==> src/rtl/uart_pkg.sv <==
// Shared types and constants for the UART frame controller.
// Latency: n/a (declarations only).
// Backpressure: n/a.
package uart_pkg;

    typedef enum logic [2:0] {
        ST_IDLE,
        ST_DATA,
        ST_TERM,
        ST_HOLD
`ifdef UART_FRAME_CKSUM_EN
        , ST_CKSUM
`endif
    } state_t;

    localparam logic [7:0] ASCII_DOLLAR = 8'h24;
    localparam logic [7:0] ASCII_LF     = 8'h0A;

    localparam logic [2:0] ERR_NONE    = 3'd0;
    localparam logic [2:0] ERR_BADCHAR = 3'd1;
    localparam logic [2:0] ERR_TERM    = 3'd2;
    localparam logic [2:0] ERR_TIMEOUT = 3'd3;
    localparam logic [2:0] ERR_RXERR   = 3'd4;
    localparam logic [2:0] ERR_OVERRUN = 3'd5;
    localparam logic [2:0] ERR_CKSUM   = 3'd6;

    localparam int FRAME_NIBS = 24;

`ifdef UART_FRAME_CKSUM_EN
    // XOR of the twelve bytes formed by consecutive nibble pairs of the payload.
    function automatic logic [7:0] xor_bytes(input logic [95:0] d);
        logic [7:0] acc;
        acc = 8'h00;
        for (int i = 0; i < 12; i++) begin
            acc = acc ^ d[i*8 +: 8];
        end
        return acc;
    endfunction
`endif

endpackage

==> src/rtl/uart_hex_dec.sv <==
// ASCII hex digit decoder: byte -> {is_hex, nibble}, accepts 0-9, A-F, a-f.
// Latency: combinational.
// Backpressure: none.
module uart_hex_dec (
    input  logic [7:0] rx_byte,
    output logic       is_hex,
    output logic [3:0] nibble
);

    always_comb begin
        is_hex = 1'b0;
        nibble = 4'h0;
        if (rx_byte >= 8'h30 && rx_byte <= 8'h39) begin
            is_hex = 1'b1;
            nibble = rx_byte[3:0];
        end else if ((rx_byte >= 8'h41 && rx_byte <= 8'h46) ||
                     (rx_byte >= 8'h61 && rx_byte <= 8'h66)) begin
            is_hex = 1'b1;
            nibble = rx_byte[3:0] + 4'd9;
        end
    end

endmodule

==> src/rtl/uart_frame_ctrl.sv <==
// Parses '$' + 24 hex chars (+2 checksum chars with UART_FRAME_CKSUM_EN) + LF into x/y/z words.
// Latency: words and out_valid appear the cycle after the LF strobe; errors pulse the cycle after the byte.
// Backpressure: out_valid holds until out_ready; bytes arriving while held are dropped and flagged OVERRUN.
module uart_frame_ctrl
    import uart_pkg::*;
#(
    parameter int TIMEOUT_CYC = 100000
) (
    input  logic        clk,
    input  logic        rst,
    input  logic [7:0]  rx_data,
    input  logic        rx_valid,
    input  logic        rx_err,
    output logic [31:0] x_out,
    output logic [31:0] y_out,
    output logic [31:0] z_out,
    output logic        out_valid,
    input  logic        out_ready,
    output logic        err_pulse,
    output logic [2:0]  err_code,
    output logic        busy
);

    localparam int TW = $clog2(TIMEOUT_CYC + 1);

    state_t        state, state_nxt;
    logic [4:0]    nib_cnt, nib_nxt;
    logic [95:0]   sh, sh_nxt;
    logic [TW-1:0] idle_cnt, idle_nxt;
    logic [31:0]   x_nxt, y_nxt, z_nxt;
    logic          ov_nxt, err_nxt;
    logic [2:0]    code_nxt;
    logic          is_hex;
    logic [3:0]    nib;
    logic          active;
`ifdef UART_FRAME_CKSUM_EN
    logic [3:0]    ck_nib, ck_nxt;
`endif

    uart_hex_dec u_hex_dec (
        .rx_byte (rx_data),
        .is_hex  (is_hex),
        .nibble  (nib)
    );

    assign busy = (state != ST_IDLE);

`ifdef UART_FRAME_CKSUM_EN
    assign active = (state == ST_DATA) || (state == ST_TERM) || (state == ST_CKSUM);
`else
    assign active = (state == ST_DATA) || (state == ST_TERM);
`endif

    always_comb begin
        state_nxt = state;
        nib_nxt   = nib_cnt;
        sh_nxt    = sh;
        idle_nxt  = idle_cnt;
        x_nxt     = x_out;
        y_nxt     = y_out;
        z_nxt     = z_out;
        ov_nxt    = out_valid;
        err_nxt   = 1'b0;
        code_nxt  = ERR_NONE;
`ifdef UART_FRAME_CKSUM_EN
        ck_nxt    = ck_nib;
`endif

        // A strobe always wins over the timeout and restarts the idle count.
        if (active) begin
            if (rx_valid) begin
                idle_nxt = '0;
            end else if (idle_cnt == TW'(TIMEOUT_CYC - 1)) begin
                err_nxt   = 1'b1;
                code_nxt  = ERR_TIMEOUT;
                state_nxt = ST_IDLE;
            end else begin
                idle_nxt = idle_cnt + 1'b1;
            end
        end

        unique case (state)
            ST_IDLE: begin
                if (rx_valid && !rx_err && rx_data == ASCII_DOLLAR) begin
                    state_nxt = ST_DATA;
                    nib_nxt   = 5'd0;
                end
            end
            ST_HOLD: begin
                if (rx_valid) begin
                    err_nxt  = 1'b1;
                    code_nxt = ERR_OVERRUN;
                end
                if (out_valid && out_ready) begin
                    ov_nxt    = 1'b0;
                    state_nxt = ST_IDLE;
                end
            end
            default: begin
                if (rx_valid) begin
                    if (rx_err) begin
                        err_nxt   = 1'b1;
                        code_nxt  = ERR_RXERR;
                        state_nxt = ST_IDLE;
                    end else if (rx_data == ASCII_DOLLAR) begin
                        state_nxt = ST_DATA;
                        nib_nxt   = 5'd0;
                    end else if (state == ST_DATA) begin
                        if (is_hex) begin
                            sh_nxt = {sh[91:0], nib};
                            if (nib_cnt == 5'(FRAME_NIBS - 1)) begin
                                nib_nxt = 5'd0;
`ifdef UART_FRAME_CKSUM_EN
                                state_nxt = ST_CKSUM;
`else
                                state_nxt = ST_TERM;
`endif
                            end else begin
                                nib_nxt = nib_cnt + 5'd1;
                            end
                        end else begin
                            err_nxt   = 1'b1;
                            code_nxt  = ERR_BADCHAR;
                            state_nxt = ST_IDLE;
                        end
`ifdef UART_FRAME_CKSUM_EN
                    end else if (state == ST_CKSUM) begin
                        if (!is_hex) begin
                            err_nxt   = 1'b1;
                            code_nxt  = ERR_BADCHAR;
                            state_nxt = ST_IDLE;
                        end else if (nib_cnt == 5'd0) begin
                            ck_nxt  = nib;
                            nib_nxt = 5'd1;
                        end else if ({ck_nib, nib} == xor_bytes(sh)) begin
                            nib_nxt   = 5'd0;
                            state_nxt = ST_TERM;
                        end else begin
                            err_nxt   = 1'b1;
                            code_nxt  = ERR_CKSUM;
                            state_nxt = ST_IDLE;
                        end
`endif
                    end else if (rx_data == ASCII_LF) begin
                        x_nxt     = sh[95:64];
                        y_nxt     = sh[63:32];
                        z_nxt     = sh[31:0];
                        ov_nxt    = 1'b1;
                        state_nxt = ST_HOLD;
                    end else begin
                        err_nxt   = 1'b1;
                        code_nxt  = ERR_TERM;
                        state_nxt = ST_IDLE;
                    end
                end
            end
        endcase

        if (state_nxt == ST_IDLE) begin
            nib_nxt  = 5'd0;
            idle_nxt = '0;
        end
    end

    always_ff @(posedge clk) begin
        if (rst) begin
            state     <= ST_IDLE;
            nib_cnt   <= 5'd0;
            sh        <= '0;
            idle_cnt  <= '0;
            x_out     <= '0;
            y_out     <= '0;
            z_out     <= '0;
            out_valid <= 1'b0;
            err_pulse <= 1'b0;
            err_code  <= ERR_NONE;
`ifdef UART_FRAME_CKSUM_EN
            ck_nib    <= 4'h0;
`endif
        end else begin
            state     <= state_nxt;
            nib_cnt   <= nib_nxt;
            sh        <= sh_nxt;
            idle_cnt  <= idle_nxt;
            x_out     <= x_nxt;
            y_out     <= y_nxt;
            z_out     <= z_nxt;
            out_valid <= ov_nxt;
            err_pulse <= err_nxt;
            err_code  <= code_nxt;
`ifdef UART_FRAME_CKSUM_EN
            ck_nib    <= ck_nxt;
`endif
        end
    end

endmodule

==> config.mk <==
export PLATFORM = sky130hd
export DESIGN_NAME = uart_frame_ctrl
export DESIGN_NICKNAME = d
export VERILOG_FILES = /design/src/rtl/uart_pkg.sv /design/src/rtl/uart_hex_dec.sv /design/src/rtl/uart_frame_ctrl.sv
export SDC_FILE = /design/constraint.sdc
export NUM_CORES = 1
export LEC_CHECK = 0
export BUFFER_PORTS_ARGS = -buffer_cell sky130_fd_sc_hd__buf_2
export CORE_UTILIZATION = 40
export CTS_CLUSTER_DIAMETER = 60
export DETAILED_ROUTE_END_ITERATION = 12
export SLEW_MARGIN = 30
export SYNTH_ARGS = -nofsm -noshare
export SYNTH_HDL_FRONTEND = slang
export SYNTH_SLANG_ARGS = --single-unit
==> constraint.sdc <==
create_clock -name clk -period 5.5 [get_ports clk]
set_input_delay 1.1 -clock clk [delete_from_list [all_inputs] [get_ports clk]]
set_output_delay 1.1 -clock clk [all_outputs]
set_load 0.01 [all_outputs]
# Yosys cells after proc, flatten, opt, wreduce, memory -nomap -nowiden
# Cells that the tools add are included.
# totals
reg_bits	222
input_bits	13
output_inout_bits	102
word_cells	119
# op_classes
n_addsub	3
magnitude_cmp	6
n_eq_ne	14
mux	56
bitwise_logic	6
n_reduce_logical	24
# ops
op	count
$mux W3	18
$mux W5	7
$mux W17	2
$mux W1	18
$reduce_and A6 Y1	3
$add A17 B1 Y17 const B	1
$eq A17 B17 Y1 const B	1
$ge A8 B7 Y1 const B	2
$le A8 B7 Y1 const B	2
$pmux W3 S2	2
$pmux W5 S2	1
$reduce_bool A3 Y1	3
$eq A8 B4 Y1 const B	1
$eq A8 B6 Y1 const B	1
$ge A8 B6 Y1 const B	1
$le A8 B6 Y1 const B	1
$mux W2	4
$mux W4	2
$ne A2 B1 Y1 const B	4
$reduce_and A7 Y1	1
$eq A3 B2 Y1 const B	2
$logic_and A1 B1 Y1	6
$logic_not A3 Y1	2
$ne A2 B2 Y1 const B	3
other kinds (11)	21

# Longest topological paths before layout
# depth
word_depth	13
mapped_depth	10
mapped_depth_nobuf	8

# Cells and area by module
# A second synthesis with hierarchy kept.
# hier_totals
hier_cells	1039
area_unflattened_um2	8286.7
# modules_own_cells
mod	instances	cells_each	area_per_inst_um2	seq_area_each_um2
uart_frame_ctrl	1	1020	8109.0	4444.3
uart_hex_dec	1	19	177.7	0.0

# Least setup slack after synthesis
# No wires, ideal clock.
# synth_path
kind	in2reg
startpoint	in rx_data[0]
endpoint	reg idle_cnt[10]
setup_time_ps	79
arrival_ps	3095
t_required_ps	5421
slack_ps	2326
cell_stages	9
path_cell_list	inv_1 > ha_1 > o21bai_4 > a2111oi_4 > nor2_1 > or4_1 > a31o_2 > buf_6 > a211oi_2
# synth_via
elab_chain_len	13
# synth_rtl
item	line	rtl
start, declared	uart_frame_ctrl.sv:11	input logic [7:0] rx_data,
$ge A8 B7 Y1, or another cell as far along	uart_hex_dec.sv:16	end else if ((rx_byte >= 8'h41 && rx_byte <= 8'h46) ||
$logic_and A1 B1 Y1, on equally long branches	uart_hex_dec.sv:16, uart_hex_dec.sv:17	
$logic_or A1 B1 Y1	uart_hex_dec.sv:16	
$mux W1	uart_hex_dec.sv:16	
$mux W1	uart_hex_dec.sv:13	if (rx_byte >= 8'h30 && rx_byte <= 8'h39) begin
$mux W3	uart_frame_ctrl.sv:109	if (is_hex) begin
$mux W3	uart_frame_ctrl.sv:108	end else if (state == ST_DATA) begin
$mux W3	uart_frame_ctrl.sv:105	end else if (rx_data == ASCII_DOLLAR) begin
$mux W3	uart_frame_ctrl.sv:101	if (rx_err) begin
$mux W3	uart_frame_ctrl.sv:100	if (rx_valid) begin
$pmux W3 S2 *	uart_frame_ctrl.sv:82	unique case (state)
$logic_not A3 Y1 *	uart_frame_ctrl.sv:159	if (state_nxt == ST_IDLE) begin
$reduce_or A2 Y1 (no line) *	--	
end signal, assigned	uart_frame_ctrl.sv:184	idle_cnt <= idle_nxt;
end, declared	uart_frame_ctrl.sv:29	logic [TW-1:0] idle_cnt, idle_nxt;
# Mark *: on every way between the ends. The rest lies on a longest branch, timed or not.
# A chain may end at the register's enable or synchronous reset.

# Worst setup path in the final report
# layout_path
startpoint	in rx_data[0]
endpoint	reg sh[91]
# layout_via
elab_chain_len	6
# layout_rtl
item	line	rtl
$ge A8 B7 Y1, or another cell as far along	uart_hex_dec.sv:16	
$logic_and A1 B1 Y1, on equally long branches	uart_hex_dec.sv:16, uart_hex_dec.sv:17	
$logic_or A1 B1 Y1	uart_hex_dec.sv:16	
$mux W1	uart_hex_dec.sv:16	
$mux W1	uart_hex_dec.sv:13	
$reduce_and A6 Y1 (no line) *	--	
end signal, assigned	uart_frame_ctrl.sv:183	sh <= sh_nxt;
end, declared	uart_frame_ctrl.sv:28	logic [95:0] sh, sh_nxt;
# Marks and branches as above.

==> impl_metrics.yaml <==
floorplanning:
  die_x_um: 148
  row_count: 52
  die-area_mm2: 0.0219
  start_util_pct: 41.4
  io_pins: 115
  die_y_um: 148
  coreArea_mm2: 0.0206
worst_setup_path:
  reg2reg_slack_ps: 2710
  r2r_cells: 6
  arrival_ps: 3740
  critical_path_class: "input port to flop"
  required_ps: 5910
  crit_fanout: 38
  startpoint_type: "input port"
  critPathSlowestCell: "o21ai_4"
  path_cells: "buf_2 -> inv_1 -> ha_1 -> or3b_2 -> and4_1 -> o21ai_4 -> buf_4 -> nand2_1 -> a21oi_1"
  rr_endpoint: "idle_cnt[0]"
  end_kind: "flop"
  max_stage_delay_ps: 650
  rr_startpoint: "idle_cnt[12]"
run_status:
  outcome: "complete, no violations"
synth:
  synth_nets: 1082
  synth_top_family_by_area: "simple AND/OR/NAND/NOR gates"
  ys.flop_type: "dfxtp_1"
  ys_seq_area_share_pct: 52.2
  synth.most_common_cell: "nand2_1"
  yosysTopAreaCell: "dfxtp_1"
  netlist_instances: 1063
  synth_compound_area_share_pct: 16.8
  synth_seq_cells: 222
  yosys-top-cells-area: "dfxtp_1 52%, nand2_1 17%, a21oi_1 12%"
  synth_commonest_cells: "393 x nand2_1, 222 x dfxtp_1, 204 x a21oi_1"
  synth_area_per_cell_um2: 8.00
  synth_mux_area_share_pct: 0.250
  synth-xor-area-share_pct: 1.54
  yosys.area.top_type_share_pct: 52.2
  synthArstFlopShare_pct: 0
  synth_edf_count: 0
  yosys_warnings: 0
  synth-simple-area-share_pct: 24.2
  yosysUniqueCellTypes: 56
  syn-cell-area_mm2: 0.00851
  synthAdderAreaFrac_pct: 0.882
clock_tree:
  cts-htree-levels: 1
  clock-sinks: 222
  root_buffer: "clkbuf_16"
  postCtsSetupBuffers: 0
  holdBufCountCts: 0
  cts_buffers: 23
  cts_resized: 0
  path_clk_slew_ps: 60
  clk_latency_ps: 490
  clockBufferDepth: 3
  cts_tree: "built"
timing:
  rsz0062_at_grt: "false"
  slew_headroom_pct: 45.2
  clock.fmax_mhz: 300
  skew_ps: 5.75
  tns_ps: 0
  hold_viol_final: 0
  finalSetupViolations: 0
  fin_crit_ps: 3330
  fin_crit_sh_pct: 60.5
  tightestPinTransition_ps: 822
  drv_slew: 0
  holdWs_ps: 449
routing:
  firstDrtPassIters: 5
  drtIter0Drc: 420
  ant_nets: 0
  wirelength_um: 20100
  drt-wirelength-per-cell_um: 14.1
  drcViolationCount: 0
  viasPerCell: 5.12
  vias: 7274
grt:
  grt_pass1_vias: 6576
  grt_max_degree: 112
  overflow: 0
  track_usage_pct: 18.1
  grt_pass1_wl_um: 33000
  antenna_found_initial: 0
worst_hold_path:
  hold_depth: 2
  hold_class: "flop to flop"
  worstHoldEndpoint: "y_out[16]"
  hold_path.startpoint: "y_out[16]"
final_layout:
  antenna_cells: 0
  final_cells: 1422
  synthToLayoutAreaGrowth_pct: 16.9
  final.fill_count: 2106
  design_area_mm2: 0.00995
  nets: 1156
  drive_gt1_share_pct: 15.7
pwr:
  p_leak_nw: 3.50
  peakVddDrop_mv: 0.178
  power.total_mw: 3.20
  power-per-cell-area_mw_per_mm2: 322
placed_design:
  dp_cells: 1382
  place_hpwl_um: 12500
  placed_cell_area_mm2: 0.00919
  place_congestion: 0.830
  io_buffers: 114
run:
  cap_violations: 0
metal layers:
metal  vias to the layer above  share of wire, %  GRT usage [%]  routed length (um)
met4                         0               1.2           4.02                 235
met3                        22               5.2           2.93                1050
met1                      3379                48           25.9                9710
met5                         -                 0              0                   0
li1                       3703                 -              -                   -
met2                       170                45           28.5                9110
final cells by class:
class / count / area, um2 / share of cell area, %
inverter: 7 / 26.3 / 0.264
timing repair buffer: 122 / 644 / 6.48
clock buffer: 33 / 663 / 6.67
multi-input combinational: 761 / 3740 / 37.7
tap: 270 / 338 / 3.40
clock inverter: 7 / 85.1 / 0.855
sequential: 222 / 4440 / 44.7
how the worst max path moves through the flow:
stage / startpoint / to / slack (ps) / cells past startpoint
floorplan: rx_data[0] / idle_cnt[10] / 2330 / 9
global placement: rx_data[0] / sh[34] / 1750 / 9
detailed placement: rx_data[0] / sh[91] / 1670 / 9
CTS: rx_data[0] / sh[91] / 2160 / 9
global route: rx_data[0] / idle_cnt[0] / 1970 / 9
finish: rx_data[0] / sh[91] / 2170 / 9
report_power, final:
part	switching (mW)	internal, mW
sequential	0.0000132	1.61
combinational	0.0405	0.0114
clock	0.615	0.927
total	0.655	2.55
per-stage QoR:
step | worst slack (ps) | util (%)
after floorplan | 2330 | -
after detailed placement | 1670 | 44.7
after global placement | 1750 | 44.7
after global routing | 1970 | 48.4
final | 2170 | 48.4
after CTS | 2160 | 48.4
registers in the layout (all words and copies together) (netlist names):
name       flops
err_code       3
err_pulse      1
idle_cnt      17
nib_cnt        5
out_valid      1
sh            96
state          3
x_out         32
y_out         32
z_out         32
cell families (layout without fill, tap and decap cells):
kind of cell | after synthesis | after routing
mux | 2 | 2
compound gates | 248 | 248
flops | 222 | 222
buf+inv | 80 | 169
simple gates | 490 | 490
xor+xnor | 15 | 15
fa+ha+maj | 6 | 6
worst max-delay path, delay by kind of cell:
kind | cells | cell delay [ps]
AO/OA/AOI/OAI | 2 | 800
buffers and inverters | 3 | 710
AND/OR/NAND/NOR | 3 | 870
adder cells (fa/ha/maj) | 1 | 240
layout by cell type, fill, tap and decap left out, drive strengths merged, types with 5 or more instances in the layout:
master  instances
clkinv          5
nand2         393
dfxtp         222
ha              6
a211oi         14
inv             7
xor2            7
nor3           14
nor2           15
o21ai           7
xnor2           8
nor2b           5
nand3          18
a21oi         204
clkbuf         33
nand4           8
or3             6
buf           122
Power figures use the tool's default switching activity.
